--- src/rtl/matrix_pkg.sv ---
// rtl/matrix_pkg.sv - opcode, modifier, bus select and state encodings for the ALU sequencer
package matrix_pkg;

    localparam logic [2:0] NO_OP = 3'b000;
    localparam logic [2:0] LOAD  = 3'b001;
    localparam logic [2:0] ADD   = 3'b010;
    localparam logic [2:0] SUB   = 3'b011;
    localparam logic [2:0] SCALE = 3'b100;
    localparam logic [2:0] MATR  = 3'b101;

    localparam logic [2:0] REG_A  = 3'b001;
    localparam logic [2:0] C_TO_A = 3'b010;
    localparam logic [2:0] REG_B  = 3'b100;
    localparam logic [2:0] OUT    = 3'b111;

    localparam logic [1:0] BUS_NONE = 2'b00;
    localparam logic [1:0] BUS_MEM  = 2'b01;
    localparam logic [1:0] BUS_ALU  = 2'b10;

    typedef enum logic [2:0] {
        IDLE     = 3'd0,
        MEM_RD   = 3'd1,
        ALU_LOAD = 3'd2,
        ALU_EXEC = 3'd3,
        ALU_OUT  = 3'd4,
        DONE     = 3'd5
    } state_t;

endpackage

--- src/rtl/alu_sequencer_if.sv ---
// rtl/alu_sequencer_if.sv - instruction issue handshake between issuer and sequencer
interface alu_sequencer_if;
    logic [8:0] instr;
    logic       instr_valid;
    logic       instr_ready;

    modport master (output instr, output instr_valid, input instr_ready);
    modport slave  (input instr, input instr_valid, output instr_ready);
endinterface

--- src/rtl/seq_decode.sv ---
// rtl/seq_decode.sv - combinational instruction decode into first state and control flags
module seq_decode
    import matrix_pkg::*;
(
    input  logic [8:0] instr,
    output state_t     next_state,
    output logic       lat_mult,
    output logic       is_mem_load,
    output logic       is_out,
    output logic       illegal
);

    logic [2:0] opcode;
    logic [2:0] modifier;

    assign opcode   = instr[8:6];
    assign modifier = instr[5:3];

    // Unknown opcodes and LOAD modifiers fall through to DONE with illegal set
    always_comb begin
        next_state  = DONE;
        lat_mult    = (opcode == MATR);
        is_mem_load = 1'b0;
        is_out      = (modifier == OUT);
        illegal     = 1'b0;
        case (opcode)
            NO_OP: next_state = DONE;
            LOAD: begin
                if (modifier == REG_A || modifier == REG_B) begin
                    next_state  = MEM_RD;
                    is_mem_load = 1'b1;
                end else if (modifier == C_TO_A) begin
                    next_state = ALU_LOAD;
                end else begin
                    illegal = 1'b1;
                end
            end
            ADD, SUB, SCALE, MATR: next_state = ALU_EXEC;
            default: illegal = 1'b1;
        endcase
    end

endmodule

--- src/rtl/alu_sequencer.sv ---
// rtl/alu_sequencer.sv - sequences memory reads, ALU ops and result writes per instruction
module alu_sequencer
    import matrix_pkg::*;
#(
    parameter int MULT_LAT  = 4,
    parameter int ARITH_LAT = 1
) (
    input  logic                  clk,
    input  logic                  nReset,
    alu_sequencer_if.slave        cmd,
    output logic [2:0]            alu_op_code,
    output logic [2:0]            alu_control,
    output logic                  nALU_Enable,
    output logic [2:0]            mem_addr,
    output logic                  mem_nRead,
    output logic                  mem_nWrite,
    output logic [1:0]            bus_src,
    output logic                  busy,
    output logic                  done,
    output logic                  error
);

    localparam logic [3:0] MULT_CNT  = 4'(MULT_LAT - 1);
    localparam logic [3:0] ARITH_CNT = 4'(ARITH_LAT - 1);

    state_t     state, nxt_state, dec_state;
    logic [3:0] cnt, nxt_cnt;
    logic [8:0] instr_q, nxt_instr;
    logic       mem_load_q, out_q, illegal_q;
    logic       nxt_mem_load, nxt_out, nxt_illegal;
    logic       dec_lat_mult, dec_mem_load, dec_out, dec_illegal;
    logic       accept;

    logic [2:0] o_op, o_ctl, o_addr;
    logic       o_nen, o_nrd, o_nwr, o_done, o_err;
    logic [1:0] o_bus;

    assign cmd.instr_ready = (state == IDLE) && nReset;
    assign accept          = cmd.instr_valid && cmd.instr_ready;

    seq_decode u_decode (
        .instr       (cmd.instr),
        .next_state  (dec_state),
        .lat_mult    (dec_lat_mult),
        .is_mem_load (dec_mem_load),
        .is_out      (dec_out),
        .illegal     (dec_illegal)
    );

    // Next state, latency countdown and the instruction context the next cycle will use
    always_comb begin
        nxt_state    = state;
        nxt_cnt      = cnt;
        nxt_instr    = accept ? cmd.instr    : instr_q;
        nxt_mem_load = accept ? dec_mem_load : mem_load_q;
        nxt_out      = accept ? dec_out      : out_q;
        nxt_illegal  = accept ? dec_illegal  : illegal_q;
        case (state)
            IDLE: begin
                if (accept) begin
                    nxt_state = dec_state;
                    nxt_cnt   = dec_lat_mult ? MULT_CNT : ARITH_CNT;
                end
            end
            MEM_RD:   nxt_state = ALU_LOAD;
            ALU_LOAD: nxt_state = DONE;
            ALU_EXEC: begin
                if (cnt == 4'd0) nxt_state = out_q ? ALU_OUT : DONE;
                else             nxt_cnt   = cnt - 4'd1;
            end
            ALU_OUT:  nxt_state = DONE;
            default:  nxt_state = IDLE;
        endcase
    end

    // Outputs are decoded from the upcoming state so they can be registered alongside it
    always_comb begin
        o_nen  = 1'b1;
        o_op   = NO_OP;
        o_ctl  = 3'b000;
        o_nrd  = 1'b1;
        o_nwr  = 1'b1;
        o_bus  = BUS_NONE;
        o_addr = 3'b000;
        o_done = 1'b0;
        o_err  = 1'b0;
        case (nxt_state)
            MEM_RD: begin
                o_nrd  = 1'b0;
                o_addr = nxt_instr[2:0];
            end
            ALU_LOAD: begin
                o_nen = 1'b0;
                o_op  = LOAD;
                o_ctl = nxt_instr[5:3];
                o_bus = nxt_mem_load ? BUS_MEM : BUS_NONE;
            end
            ALU_EXEC: begin
                o_nen = 1'b0;
                o_op  = nxt_instr[8:6];
                o_ctl = nxt_instr[5:3];
            end
            ALU_OUT: begin
                o_nen  = 1'b0;
                o_op   = nxt_instr[8:6];
                o_ctl  = OUT;
                o_bus  = BUS_ALU;
                o_nwr  = 1'b0;
                o_addr = nxt_instr[2:0];
            end
            DONE: begin
                o_done = 1'b1;
                o_err  = nxt_illegal;
            end
            default: ;
        endcase
    end

    // State, context and registered outputs; reset drops every strobe at once
    always_ff @(posedge clk or negedge nReset) begin
        if (!nReset) begin
            state       <= IDLE;
            cnt         <= 4'd0;
            instr_q     <= 9'd0;
            mem_load_q  <= 1'b0;
            out_q       <= 1'b0;
            illegal_q   <= 1'b0;
            nALU_Enable <= 1'b1;
            alu_op_code <= NO_OP;
            alu_control <= 3'b000;
            mem_addr    <= 3'b000;
            mem_nRead   <= 1'b1;
            mem_nWrite  <= 1'b1;
            bus_src     <= BUS_NONE;
            busy        <= 1'b0;
            done        <= 1'b0;
            error       <= 1'b0;
        end else begin
            state       <= nxt_state;
            cnt         <= nxt_cnt;
            instr_q     <= nxt_instr;
            mem_load_q  <= nxt_mem_load;
            out_q       <= nxt_out;
            illegal_q   <= nxt_illegal;
            nALU_Enable <= o_nen;
            alu_op_code <= o_op;
            alu_control <= o_ctl;
            mem_addr    <= o_addr;
            mem_nRead   <= o_nrd;
            mem_nWrite  <= o_nwr;
            bus_src     <= o_bus;
            busy        <= (nxt_state != IDLE);
            done        <= o_done;
            error       <= o_err;
        end
    end

endmodule

--- src/flat_wrapper.sv ---
// flat-port wrapper written by rule: the top's interface ports become plain ports
module alu_sequencer_flat import matrix_pkg::*;
#(
    parameter int MULT_LAT  = 4,
    parameter int ARITH_LAT = 1
)
  (clk, nReset, alu_op_code, alu_control, nALU_Enable, mem_addr, mem_nRead, mem_nWrite, bus_src, busy, done, error, cmd_instr, cmd_instr_valid, cmd_instr_ready);
  alu_sequencer_if cmd_i ();
  input  logic clk;
  input  logic nReset;
  output logic [2:0] alu_op_code;
  output logic [2:0] alu_control;
  output logic nALU_Enable;
  output logic [2:0] mem_addr;
  output logic mem_nRead;
  output logic mem_nWrite;
  output logic [1:0] bus_src;
  output logic busy;
  output logic done;
  output logic error;
  input wire logic [$bits(cmd_i.instr)-1:0] cmd_instr;
  input wire logic [$bits(cmd_i.instr_valid)-1:0] cmd_instr_valid;
  output wire logic [$bits(cmd_i.instr_ready)-1:0] cmd_instr_ready;
  assign cmd_i.instr = cmd_instr;
  assign cmd_i.instr_valid = cmd_instr_valid;
  assign cmd_instr_ready = cmd_i.instr_ready;
  alu_sequencer #(.MULT_LAT(MULT_LAT), .ARITH_LAT(ARITH_LAT)) u_core (.clk(clk), .nReset(nReset), .cmd(cmd_i), .alu_op_code(alu_op_code), .alu_control(alu_control), .nALU_Enable(nALU_Enable), .mem_addr(mem_addr), .mem_nRead(mem_nRead), .mem_nWrite(mem_nWrite), .bus_src(bus_src), .busy(busy), .done(done), .error(error));
endmodule
--- config.mk ---
export PLATFORM = sky130hd
export DESIGN_NAME = alu_sequencer_flat
export DESIGN_NICKNAME = d
export VERILOG_FILES = /design/src/rtl/matrix_pkg.sv /design/src/rtl/alu_sequencer_if.sv /design/src/rtl/seq_decode.sv /design/src/rtl/alu_sequencer.sv /design/src/flat_wrapper.sv
export SDC_FILE = /design/constraint.sdc
export NUM_CORES = 1
export LEC_CHECK = 0
export CAP_MARGIN = 10
export CELL_PAD_IN_SITES_DETAIL_PLACEMENT = 1
export CELL_PAD_IN_SITES_GLOBAL_PLACEMENT = 2
export CORE_ASPECT_RATIO = 0.6
export CORE_UTILIZATION = 30
export DETAILED_ROUTE_END_ITERATION = 7
export PLACE_DENSITY = 0.78
export SLEW_MARGIN = 20
export SYNTH_ARGS = -nofsm -noshare
export SYNTH_HDL_FRONTEND = slang
export SYNTH_SLANG_ARGS = --single-unit
--- constraint.sdc ---
create_clock -name clk -period 6.37 [get_ports clk]
set_clock_uncertainty 0.2 [all_clocks]
set_input_delay 0.637 -clock clk [delete_from_list [all_inputs] [get_ports clk]]
set_output_delay 0.637 -clock clk [all_outputs]
set_load 0.005 [all_outputs]
==> flow_summary.toml, run 1 <==
[run_status]
outcome = "finished, final reports clean"

[timing]
hold_viol_final = 0
rsz0062_at_grt = "no"
drv_slew = 0
fin_tns_setup_ps = 0
max_slew_margin_pct = 57.8
setup_viol = 0
timing.fmax_mhz = 301
period_needed_ps = 3320
final.setup.worst_slack_ps = 3050
worst_slew_pin_slew_ps = 632
fin_hold_ws_ps = 275
period_share_pct = 52.1

[grt]
grt_remaining_overflow = 0
antenna_found_initial = 0
track_usage_pct = 15.7
grt_max_degree = 38
grt_pass1_vias = 1263
grt_pass1_wl_mm = 6.26

[cts]
cts_tree = "built"
cts_buffers = 5
cts.clk_slew.worst_paths_ps = 70
clock-sinks = 36
h-tree-depth = 2
holdBufCountCts = 0
cts-root-buf = "clkbuf_8"
post_cts.repair.setup_buffers = 0
cts_buffer_depth = 2
cts_resized = 0
clock_latency_ps = 280

[yosys]
ys_warn_count = 0
ys_types = 34
ys_ff_latch = 36
synthArstFlopShare_pct = 100
synth_edf_count = 0
syn_avg_cell_area_um2 = 10.7
synth-seq-area-share_pct = 59.1
netlist_instances = 143
netlist_area_um2 = 1530
ys.flop_type = "dfrtp_1"
syn_nets = 156

[run]
max_cap_violations = 0

[setup_path]
r2r_setup_slack_ps = 3670
critPathCaptureType = "output pin"
cp_data_arrival_time_ps = 2480
critPathMaxStageDelay_ps = 570
crit_required_ps = 5530
r2r_start = "u_core.cnt[0]"
worst_path_max_delay_cell = "clkdlybuf4s50_1"
r2r_cells = 8
path_common_cell = "clkdlybuf4s50_1"
cp_max_fo = 37
cp_cell_sequence = "clkdlybuf4s50_1, buf_4, nor4b_2, clkdlybuf4s50_1"
worstSetupPathType = "primary input to output pin"
cp-start-kind = "primary input"
r2r-end = "u_core.error"

[power_and_ir_drop]
cellPowerDensity_nw_per_um2 = 464
ir_worst_vdd_mv = 0.170
finalPower_uw = 916
combPwrFrac_pct = 40.9
switching_share_pct = 35.9
power_switching_uw = 329
seqPwrFrac_pct = 40.9
clock_power_share_pct = 18.2
leakagePower_uw = 0.000867
p_int_uw = 587

[routing]
avgRoutedWirePerCell_um = 15.5
route.detailed.drc = 0
final_antenna_net_count = 0
wl_mm = 3.74
drtPass1Iterations = 4
drt_iter0_drc = 34
num_vias = 1169
routed_via_density = 4.85

[hold_path]
hold_end = "u_core.instr_q[2]"
min_path_type = "flop to flop"
min_path_cells = 2
holdCritStartpoint = "u_core.instr_q[2]"

[finish]
drive_above_1_share_pct = 10.7
layout_common_cells = "dfrtp_1 (33), nand2_1 (31), clkdlybuf4s50_1 (29)"
area_growth_pct = 28.9
fillCellCount = 532
final_common_cell = "dfrtp_1"
diodes = 0
nNetsFinal = 190

[die]
dieArea_um2 = 5400
start_util_pct = 32.4
coreArea_um2 = 4730
die_w_um = 94.2
ios = 30
dieHeight_um = 57.3
num_rows = 19

[placed_design]
preCtsSetupSlack_ps = 2730
portBuffers = 29
place_congestion = 0.776
dp_hpwl_mm = 2.66
==> final cells by class <==
class	instances	area (um^2)	share of cell area, %
Clock buffer	6	82.6	4.18
Clock inverter	2	10.0	0.507
Inverter	7	26.3	1.33
Multi-Input combinational cell	97	574	29.1
Sequential cell	36	905	45.8
Tap cell	63	78.8	3.99
Timing Repair Buffer	30	298	15.1
==> Yosys cell counts (2+ instances only) <==
cell / instances / area [um^2]
nand2_1: 31 / 116
nor2b_1: 2 / 12.5
nor3b_1: 2 / 15.0
and2_1: 3 / 18.8
o21ai_0: 5 / 25.0
dfstp_2: 3 / 78.8
nor2_1: 8 / 30.0
inv_1: 7 / 26.3
dfrtp_1: 33 / 826
a21boi_1: 5 / 37.5
mux2_2: 4 / 45.0
xnor2_1: 2 / 17.5
a21oi_1: 8 / 40.0
a31oi_1: 3 / 18.8
nand3_1: 2 / 10.0
o211ai_1: 2 / 15.0
nand3b_1: 2 / 15.0
buf_6: 2 / 22.5
nand2b_1: 4 / 25.0
==> metal layers <==
metal / wire, um / GRT usage (%) / vias to the layer above / share of wire, %
met1: 1780 / 20.5 / 586 / 48
li1: - / - / 553 / -
met3: 224 / 5.60 / 2 / 6.0
met2: 1720 / 24.9 / 28 / 46
met5: 0 / 0 / - / 0
met4: 10 / 4.18 / 0 / 0.27
==> how the worst max path moves through the flow <==
| stage | from | endpoint | slack (ps) | cells after the start |
|---|---|---|---|---|
| 2_1_floorplan | nReset | u_core.alu_control[0] | 4140 | 7 |
| 3_3_place_gp | nReset | u_core.mem_addr[2] | 2960 | 7 |
| 3_5_place_dp | nReset | u_core.alu_control[1] | 2730 | 7 |
| 4_1_cts | nReset | cmd_instr_ready | 2990 | 4 |
| 5_1_grt | nReset | u_core.alu_control[1] | 2840 | 7 |
| 6_report | nReset | cmd_instr_ready | 3050 | 4 |
==> logic make-up (layout without fill, tap and decap cells) <==
group / count (synthesis) / after routing / share of synthesized area (%)
xor gates and xnor gates: 3 / 3 / 1.72
buffers and inverters: 10 / 45 / 3.43
and+or+nand+nor: 59 / 59 / 19.0
muxes: 5 / 5 / 3.59
adders and majority gates: 1 / 1 / 0.817
DFF: 36 / 36 / 59.1
AOI/OAI and AO/OA: 29 / 29 / 12.4
==> power groups by stage <==
stage / sequential, uW / clock [uW] / combinational, uW
2_1_floorplan: 369 / 0 / 233
3_3_place_gp: 372 / 0 / 359
3_5_place_dp: 376 / 0 / 376
4_1_cts: 374 / 171 / 381
5_1_grt: 383 / 181 / 424
6_report: 374 / 167 / 375
==> state kept, by name, indices dropped and copies added, names as in the netlist <==
| register | flops |
|---|---|
| u_core.done | 1 |
| u_core.error | 1 |
| u_core.busy | 1 |
| u_core.illegal_q | 1 |
| u_core.bus_src | 2 |
| u_core.mem_nRead | 1 |
| u_core.instr_q | 9 |
| u_core.nALU_Enable | 1 |
| u_core.mem_nWrite | 1 |
| u_core.state | 3 |
| u_core.cnt | 4 |
| u_core.out_q | 1 |
| u_core.mem_load_q | 1 |
| u_core.alu_op_code | 3 |
| u_core.mem_addr | 3 |
| u_core.alu_control | 3 |
==> through the flow <==
stage | std cells | cell area [um^2] | util (%)
after floorplan | 143 | 1530 | -
after global placement | 233 | 1880 | 39.8
after detailed placement | 233 | 1880 | 39.8
after CTS | 241 | 1970 | 41.7
after global routing | 241 | 1970 | 41.7
final | 241 | 1970 | 41.7
==> critical path, delay by kind of cell <==
kind                   cells  cell delay, ps
buffers and inverters      3            1430
AND/OR/NAND/NOR            1             400
No activity file was read; power rests on OpenSTA's default activity.
==> run 2: changes to the inputs <==
--- a/config.mk
+++ b/config.mk
@@ -9,7 +9,7 @@
 export CELL_PAD_IN_SITES_DETAIL_PLACEMENT = 1
 export CELL_PAD_IN_SITES_GLOBAL_PLACEMENT = 2
 export CORE_ASPECT_RATIO = 0.6
-export CORE_UTILIZATION = 30
+export CORE_UTILIZATION = 29
 export DETAILED_ROUTE_END_ITERATION = 7
 export PLACE_DENSITY = 0.78
 export SLEW_MARGIN = 20
==> constraint.sdc (replaced) <==
create_clock -name clk -period 3 [get_ports clk]
set_clock_uncertainty 0.2 [all_clocks]
set_input_delay 0.3 -clock clk [delete_from_list [all_inputs] [get_ports clk]]
set_output_delay 0.3 -clock clk [all_outputs]
set_load 0.005 [all_outputs]
==> flow_summary.toml, run 2 (same netlist as run 1, synthesis figures left out) <==
[placed_design]
place_congestion = 0.772
portBuffers = 29
place_area_um2 = 1900
dp_hpwl_mm = 2.75

[cts]
post_cts.repair.setup_buffers = 0
holdBufCountCts = 0
cts_buffer_depth = 2
cts-root-buf = "clkbuf_8"
clock_latency_ps = 280
cts.clk_slew.worst_paths_ps = 80
cts_buffers = 5
h-tree-depth = 2
cts_resized = 0
cts_tree = "built"
clock-sinks = 36

[die]
dieHeight_um = 58.3
die_w_um = 95.8
dieArea_um2 = 5590
ios = 30
start_util_pct = 30.1
coreArea_um2 = 5080
num_rows = 20

[routing]
routed_via_density = 4.79
avgRoutedWirePerCell_um = 15.4
drtPass1Iterations = 4
num_vias = 1179
wl_met3_um = 137
wl_met2_mm = 1.71
final_antenna_net_count = 0
top_layer = "met4"
drt_iter0_drc = 68
route.detailed.drc = 0
wirelength_met1_mm = 1.91
wl_mm = 3.79

[finish]
diodes = 0
top_regs = "u_core.instr_q (9), u_core.cnt (4)"
layout_common_cells = "dfrtp_1 (33), nand2_1 (31), clkdlybuf4s50_1 (29)"
final_common_cell = "dfrtp_1"
layout.cell_area.non_filler_um2 = 2010
top_register = "u_core.instr_q"
area_growth_pct = 31.4
nNetsFinal = 192
largest_reg_flops = 9
drive_above_1_share_pct = 11.7

[grt]
grt_max_degree = 37
grt_pass1_vias = 1191
antenna_found_initial = 0
grt_pass1_wl_mm = 6.29
grt_remaining_overflow = 0
track_usage_pct = 15.7

[power_and_ir_drop]
cellPowerDensity_nw_per_um2 = 1010
ir_worst_vdd_mv = 0.395
leakagePower_uw = 0.000880

[setup_path]
worst_path_max_delay_cell = "a31oi_1"
cp_max_fo = 7
cp-start-kind = "flop"
critPathCaptureType = "flop"
critPathMaxStageDelay_ps = 480
cp_cell_sequence = "inv_1, ha_1, nor3b_1, a21oi_1, a31oi_1, o2111ai_1, a21boi_1"
worstSetupPathType = "flop to flop"
crit_required_ps = 3000
cp_data_arrival_time_ps = 2590

[timing]
hold_viol_final = 0
worst_slew_pin_slew_ps = 587
timing.fmax_mhz = 386
drv_slew = 0
period_needed_ps = 2590
rsz0062_at_grt = "no"
fin_tns_setup_ps = 0
max_slew_margin_pct = 60.7
setup_viol = 0
period_share_pct = 86.4

[run]
max_cap_violations = 0

[hold_path]
min_path_type = "flop to flop"

[run_status]
outcome = "finished, final reports clean"
[run 2: changes by cell type in the layout (fill, tap and decap cells not counted), sizes merged]
cell / previous run / this run
buf: 1 / 3
clkinv: 2 / 1
bufinv: 0 / 1
clkinvlp: 0 / 1
clkbuf: 6 / 5
[run 2: worst max-delay path: cells and delay by family, from the launching register on]
family	cells	cell delay, ps
buffers and inverters	1	70
and+or+nand+nor	1	380
DFF	1	410
AOI/OAI and AO/OA	4	1260
adders and majority gates	1	190
[run 2: final timing paths]
check	start	to	slack (ps)	cells past startpoint
max	u_core.cnt[0]	u_core.mem_addr[2]	410	7
min	u_core.instr_q[1]	u_core.instr_q[1]	280	2
max reg2reg	u_core.cnt[0]	u_core.mem_addr[2]	410	7
min reg2reg	u_core.instr_q[1]	u_core.instr_q[1]	280	2
max in group asynchronous	nReset	u_core.mem_nRead	1920	2
min in group asynchronous	nReset	u_core.instr_q[6]	330	2
[run 2: area by class of cell]
class	count	area, um^2
fill	568	3070
sequential	36	905
multi-input combinational	97	574
timing repair buffer	32	313
tap	66	82.6
clock buffer	5	68.8
clock inverter	3	42.5
inverter	7	26.3
[run 2: per-stage QoR]
stage	std cells	hold WS, ps	total power [uW]	setup WS, ps	util, %
6_report	246	279	2030	408	39.6
5_1_grt	246	305	2200	108	39.6
4_1_cts	246	283	2060	399	39.6
3_5_place_dp	238	265	1620	278	37.4
3_3_place_gp	238	248	1580	305	37.4
2_1_floorplan	143	-196	1280	847	-
[run 2: layer usage]
| layer | GRT usage (%) | vias to the layer above |
|---|---|---|
| li1 | - | 557 |
| met4 | 4.48 | 0 |
| met2 | 23.3 | 22 |
| met1 | 22.3 | 596 |
| met5 | 0 | - |
| met3 | 4.52 | 4 |
[run 2: where the power goes]
group | internal, uW | switching [uW] | leakage (uW)
Clock | 246 | 175 | 0.0000541
Combinational | 374 | 445 | 0.000374
Sequential | 695 | 95.8 | 0.000452
Total | 1320 | 716 | 0.000880
